### src/rtl/clock_divider_prog_if.sv
// Control and output bundle of the programmable clock divider.
// The master side drives run/load requests; the slave side is the divider itself.
interface clock_divider_prog_if #(
  parameter int DIV_W = 8
);
  logic             en;
  logic [DIV_W-1:0] div_in;
  logic             div_load;
  logic             clk_out;
  logic             tick;
  logic             running;
  logic [DIV_W-1:0] div_cur;
  logic             upd_done;
  logic             div_err;

  modport master (
    output en, div_in, div_load,
    input  clk_out, tick, running, div_cur, upd_done, div_err
  );

  modport slave (
    input  en, div_in, div_load,
    output clk_out, tick, running, div_cur, upd_done, div_err
  );
endinterface

### src/rtl/clock_divider_prog.sv
// Runtime-programmable integer clock divider with 50% duty for even and odd divisors.
// Divisor changes and stop requests take effect only at output-period boundaries.
module clock_divider_prog #(
  parameter int DIV_W     = 8,
  parameter int DIV_RESET = 6
) (
  input  logic                 clk,
  input  logic                 rst,
  clock_divider_prog_if.slave  bus,
  output logic                 dbg_state_o
);

  typedef enum logic {
    ST_IDLE = 1'b0,
    ST_RUN  = 1'b1
  } state_e;

  state_e           state_q;
  logic [DIV_W-1:0] cnt_q;
  logic [DIV_W-1:0] div_cur_q;
  logic [DIV_W-1:0] pend_q;
  logic             pend_vld_q;
  logic             pos_q;
  logic             neg_q;
  logic             upd_done_q;
  logic             div_err_q;

  logic [DIV_W-1:0] cnt_inc;
  logic [DIV_W:0]   half_ceil;
  logic             load_ok;
  logic             load_bad;
  logic             at_bound;
  logic             apply;

  assign cnt_inc   = cnt_q + DIV_W'(1);
  // Extra bit keeps (N+1) from wrapping when N is the maximum divisor.
  assign half_ceil = ({1'b0, div_cur_q} + (DIV_W+1)'(1)) >> 1;
  assign load_ok   = bus.div_load && (bus.div_in >= DIV_W'(2));
  assign load_bad  = bus.div_load && (bus.div_in <  DIV_W'(2));
  assign at_bound  = (state_q == ST_RUN) && (cnt_q == (div_cur_q - DIV_W'(1)));
  assign apply     = pend_vld_q && ((state_q == ST_IDLE) || at_bound);

  always_ff @(posedge clk or posedge rst) begin
    if (rst) begin
      state_q    <= ST_IDLE;
      cnt_q      <= '0;
      pos_q      <= 1'b0;
      div_cur_q  <= DIV_W'(DIV_RESET);
      pend_q     <= '0;
      pend_vld_q <= 1'b0;
      upd_done_q <= 1'b0;
      div_err_q  <= 1'b0;
    end else begin
      upd_done_q <= 1'b0;
      div_err_q  <= load_bad;
      if (apply) begin
        div_cur_q  <= pend_q;
        pend_vld_q <= 1'b0;
        upd_done_q <= 1'b1;
      end
      // A load on the apply edge becomes the next pending value.
      if (load_ok) begin
        pend_q     <= bus.div_in;
        pend_vld_q <= 1'b1;
      end
      case (state_q)
        ST_IDLE: begin
          cnt_q <= '0;
          pos_q <= 1'b0;
          if (bus.en) begin
            state_q <= ST_RUN;
            pos_q   <= 1'b1;
          end
        end
        ST_RUN: begin
          if (at_bound) begin
            cnt_q <= '0;
            if (bus.en) begin
              pos_q <= 1'b1;
            end else begin
              state_q <= ST_IDLE;
              pos_q   <= 1'b0;
            end
          end else begin
            cnt_q <= cnt_inc;
            pos_q <= ({1'b0, cnt_inc} < half_ceil);
          end
        end
        default: begin
          state_q <= ST_IDLE;
          pos_q   <= 1'b0;
        end
      endcase
    end
  end

  // Half-cycle delayed copy trims the odd-divisor high phase to N/2 clocks.
  always_ff @(negedge clk or posedge rst) begin
    if (rst) begin
      neg_q <= 1'b0;
    end else begin
      neg_q <= pos_q;
    end
  end

  assign bus.clk_out  = div_cur_q[0] ? (pos_q & neg_q) : pos_q;
  assign bus.tick     = (state_q == ST_RUN) && (cnt_q == '0);
  assign bus.running  = (state_q == ST_RUN);
  assign bus.div_cur  = div_cur_q;
  assign bus.upd_done = upd_done_q;
  assign bus.div_err  = div_err_q;
  assign dbg_state_o  = state_q;

endmodule
### src/flat_wrapper.sv
// flat-port wrapper written by rule: the top's interface ports become plain ports
module clock_divider_prog_flat 
#(
  parameter int DIV_W     = 8,
  parameter int DIV_RESET = 6
)
  (clk, rst, dbg_state_o, bus_en, bus_div_in, bus_div_load, bus_clk_out, bus_tick, bus_running, bus_div_cur, bus_upd_done, bus_div_err);
  clock_divider_prog_if #(.DIV_W(DIV_W)) bus_i ();
  input  logic clk;
  input  logic rst;
  output logic dbg_state_o;
  input wire logic [$bits(bus_i.en)-1:0] bus_en;
  input wire logic [$bits(bus_i.div_in)-1:0] bus_div_in;
  input wire logic [$bits(bus_i.div_load)-1:0] bus_div_load;
  output wire logic [$bits(bus_i.clk_out)-1:0] bus_clk_out;
  output wire logic [$bits(bus_i.tick)-1:0] bus_tick;
  output wire logic [$bits(bus_i.running)-1:0] bus_running;
  output wire logic [$bits(bus_i.div_cur)-1:0] bus_div_cur;
  output wire logic [$bits(bus_i.upd_done)-1:0] bus_upd_done;
  output wire logic [$bits(bus_i.div_err)-1:0] bus_div_err;
  assign bus_i.en = bus_en;
  assign bus_i.div_in = bus_div_in;
  assign bus_i.div_load = bus_div_load;
  assign bus_clk_out = bus_i.clk_out;
  assign bus_tick = bus_i.tick;
  assign bus_running = bus_i.running;
  assign bus_div_cur = bus_i.div_cur;
  assign bus_upd_done = bus_i.upd_done;
  assign bus_div_err = bus_i.div_err;
  clock_divider_prog #(.DIV_W(DIV_W), .DIV_RESET(DIV_RESET)) u_core (.clk(clk), .rst(rst), .bus(bus_i), .dbg_state_o(dbg_state_o));
endmodule
### config.mk
export PLATFORM = sky130hd
export DESIGN_NAME = clock_divider_prog_flat
export DESIGN_NICKNAME = d
export VERILOG_FILES = /design/src/rtl/clock_divider_prog_if.sv /design/src/rtl/clock_divider_prog.sv /design/src/flat_wrapper.sv
export SDC_FILE = /design/constraint.sdc
export NUM_CORES = 1
export LEC_CHECK = 0
export ABC_AREA = 1
export CAP_MARGIN = 20
export CORE_MARGIN = 2
export CORE_UTILIZATION = 46
export CTS_BUF_LIST = sky130_fd_sc_hd__clkbuf_4
export CTS_CLUSTER_SIZE = 30
export DETAILED_ROUTE_END_ITERATION = 10
export GPL_ROUTABILITY_DRIVEN = 1
export PLACE_DENSITY = 0.69
export SLEW_MARGIN = 20
export SYNTH_ARGS = -nofsm -noshare
export SYNTH_HDL_FRONTEND = slang
export SYNTH_SLANG_ARGS = --single-unit
### constraint.sdc
create_clock -name clk -period 5.9 [get_ports clk]
set_clock_uncertainty 0.15 [all_clocks]
set_input_delay 0.59 -clock clk [delete_from_list [all_inputs] [get_ports clk]]
set_output_delay 0.59 -clock clk [all_outputs]
set_load 0.1 [all_outputs]
==> results_dict.tcl <==
set metrics [dict create \
    status "completed" \
    grt_max_degree 31 \
    swShare_pct 21.9 \
    path_clk_slew_ps 90 \
    synth.avg_cell_area_um2 7.83 \
    slew_violations 0 \
    grt_first_pass_wirelength_um 6100 \
    fillers 397 \
    ant_nets 0 \
    power_mw 0.345 \
    p_int_mw 0.269 \
    root_buffer "clkbuf_4" \
    place.gp.congestion 0.795 \
    cts_hold_buffers 0 \
    irDropWorstVdd_mv 0.126 \
    worstPathMaxFanout 1 \
    wl_per_cell_um 10.9 \
    syn_nets 263 \
    tightestPinTransition_ps 963 \
    grt_use_total_pct 17.9 \
    antennaDiodeCount 0 \
    critical_path_required_ps 5160 \
    area_delta_synth_final_pct 16.8 \
    ys_seq_area_share_pct 40.1 \
    setup_viol 0 \
    p_sw_mw 0.0756 \
    yosys_warnings 0 \
    die_w_um 67.9 \
    start_util_pct 47.3 \
    vias 1496 \
    post_route_cells_drive_above_1_share_pct 9.33 \
    rows 23 \
    post_cts_resized 0 \
    clock_latency_ps 320 \
    pwr-share-seq_pct 61.8 \
    drc_errors 0 \
    antenna_found_initial 0 \
    min_path_type "flip-flop to flip-flop" \
    hpwlAfterDp_um 2700 \
    die_height_um 67.9 \
    whs_ps 330 \
    power-per-cell-area_nw_per_um2 157 \
    cts_setup_buffers 0 \
    cp.arrival_ps 4030 \
    fin_tns_setup_ps 0 \
    cts_tree "done" \
    worstSetupPathType "flip-flop to output pin" \
    cts_buffers 5 \
    critPathCaptureType "output pin" \
    synth_area_um2 1880 \
    io_buffers 25 \
    routed_wl_um 3460 \
    slew-limit-headroom_pct 35.6 \
    hold_viol 0 \
    p_leak_nw 1.15 \
    core-area_um2 3970 \
    clkPwrFrac_pct 32.6 \
    cts-htree-levels 2 \
    ioPinCount 26 \
    synth-seq-cells 30 \
    fin_nets 290 \
    drt_iter0_drc 46 \
    max_cap_viol_count 0 \
    first_pass_iters 4 \
    rsz0062_at_grt "false" \
    grt_pass1_vias 1352 \
    start_kind "flip-flop" \
    grt_overflow 0 \
    multiInputGateArea_um2 945 \
    die-area_um2 4610 \
    netlist_instances 240 \
    pwr-share-comb_pct 5.6 \
    synth.distinct_cells 29 \
    clockBufferDepth 2 \
    via_per_inst 4.70 \
    cts_sinks 30 \
    regArea_um2 753 \
]
## cells by family after synthesis
group                      Yosys count  synth area share [%]
and+or+nand+nor                    135                  33.0
AOI/OAI and AO/OA                   11                  3.40
xor gates and xnor gates            14                  6.53
buffers and inverters               39                  9.59
adders and majority gates           11                  7.33
DFF                                 30                  40.1
## flip-flops by register name, summed over array words and instances, names as in the netlist
signal               flops
u_core.pend_q            8
u_core.pos_q             1
u_core.bus.div_cur       8
u_core.neg_q             1
u_core.pend_vld_q        1
u_core.bus.running       1
u_core.bus.div_err       1
u_core.bus.upd_done      1
u_core.cnt_q             8
## cell usage in the layout, fill, tap and decap left out, drive strengths merged
cell type	Yosys	routed
nand2	71	71
nand4	5	5
nor3	4	4
a21oi	4	4
xnor2	2	2
dfrtn	1	1
clkdlybuf4s50	0	24
o21a	2	2
dfrtp	27	27
nor2	28	28
ha	11	11
nor4	1	1
o21ai	5	5
xor2	12	12
inv	33	33
nand3	26	26
dfstp	2	2
clkinv	0	2
clkbuf	1	6
buf	5	2
## layout make-up
cell class / instances / share of cell area [%]
clock inverter: 2 / 0.399
inverter: 33 / 5.65
multi-input combinational: 171 / 43.1
clock buffer: 6 / 2.05
tap: 50 / 2.85
timing repair buffer: 26 / 11.6
sequential: 30 / 34.3
## cell usage after synthesis (all sizes together)
cell type,instances,area share (%)
a21oi,4,1.1
nand2,71,15
dfstp,2,2.8
ha,11,7.3
clkbuf,1,0.27
dfrtn,1,1.3
nor2,28,6.4
nand4,5,1.7
nand3,26,7.7
buf,5,2.7
inv,33,6.6
dfrtp,27,36
o21a,2,0.80
xnor2,2,0.93
nor3,4,1.7
nor4,1,0.33
o21ai,5,1.5
xor2,12,5.6
## power groups by stage
stage / clock network [mW] / registers [mW] / logic, mW
floorplan: 0 / 0.217 / 0.00923
global placement: 0 / 0.217 / 0.0195
detailed placement: 0 / 0.217 / 0.0198
CTS: 0.119 / 0.213 / 0.0198
global route: 0.132 / 0.214 / 0.0227
finish: 0.112 / 0.213 / 0.0192
## stage by stage
stage	cells	instance area (um2)	utilization (%)	setup slack (ps)
detailed placement	310	2140	53.9	1450
global route	318	2190	55.2	1070
CTS	318	2190	55.2	1110
finish	318	2190	55.2	1130
global placement	310	2140	53.9	1450
floorplan	240	1880	-	1110
## metal layers
layer	GRT usage, %	routed length (um)
met4	5.25	44
met1	23.1	1640
met5	0	0
met3	4.11	135
met2	30.1	1640
## path summary, 6_finish.rpt
check	from	end	slack, ps	cells after the start
worst min-delay path	u_core.pend_q[4]	u_core.pend_q[4]	330	2
worst max-delay path	u_core.neg_q	bus_clk_out	1130	2
worst max register to register	u_core.pos_q	u_core.neg_q	2260	0
max in group asynchronous	rst	u_core.neg_q	1970	3
worst min register to register	u_core.pend_q[4]	u_core.pend_q[4]	330	2
min in group asynchronous	rst	u_core.pend_q[4]	480	3
## critical path, stage by stage, from the launching register on
cell     delay [ps]
dfrtn_1         390
o21a_1          110
buf_4           280
No activity file was read; power rests on OpenSTA's default activity.
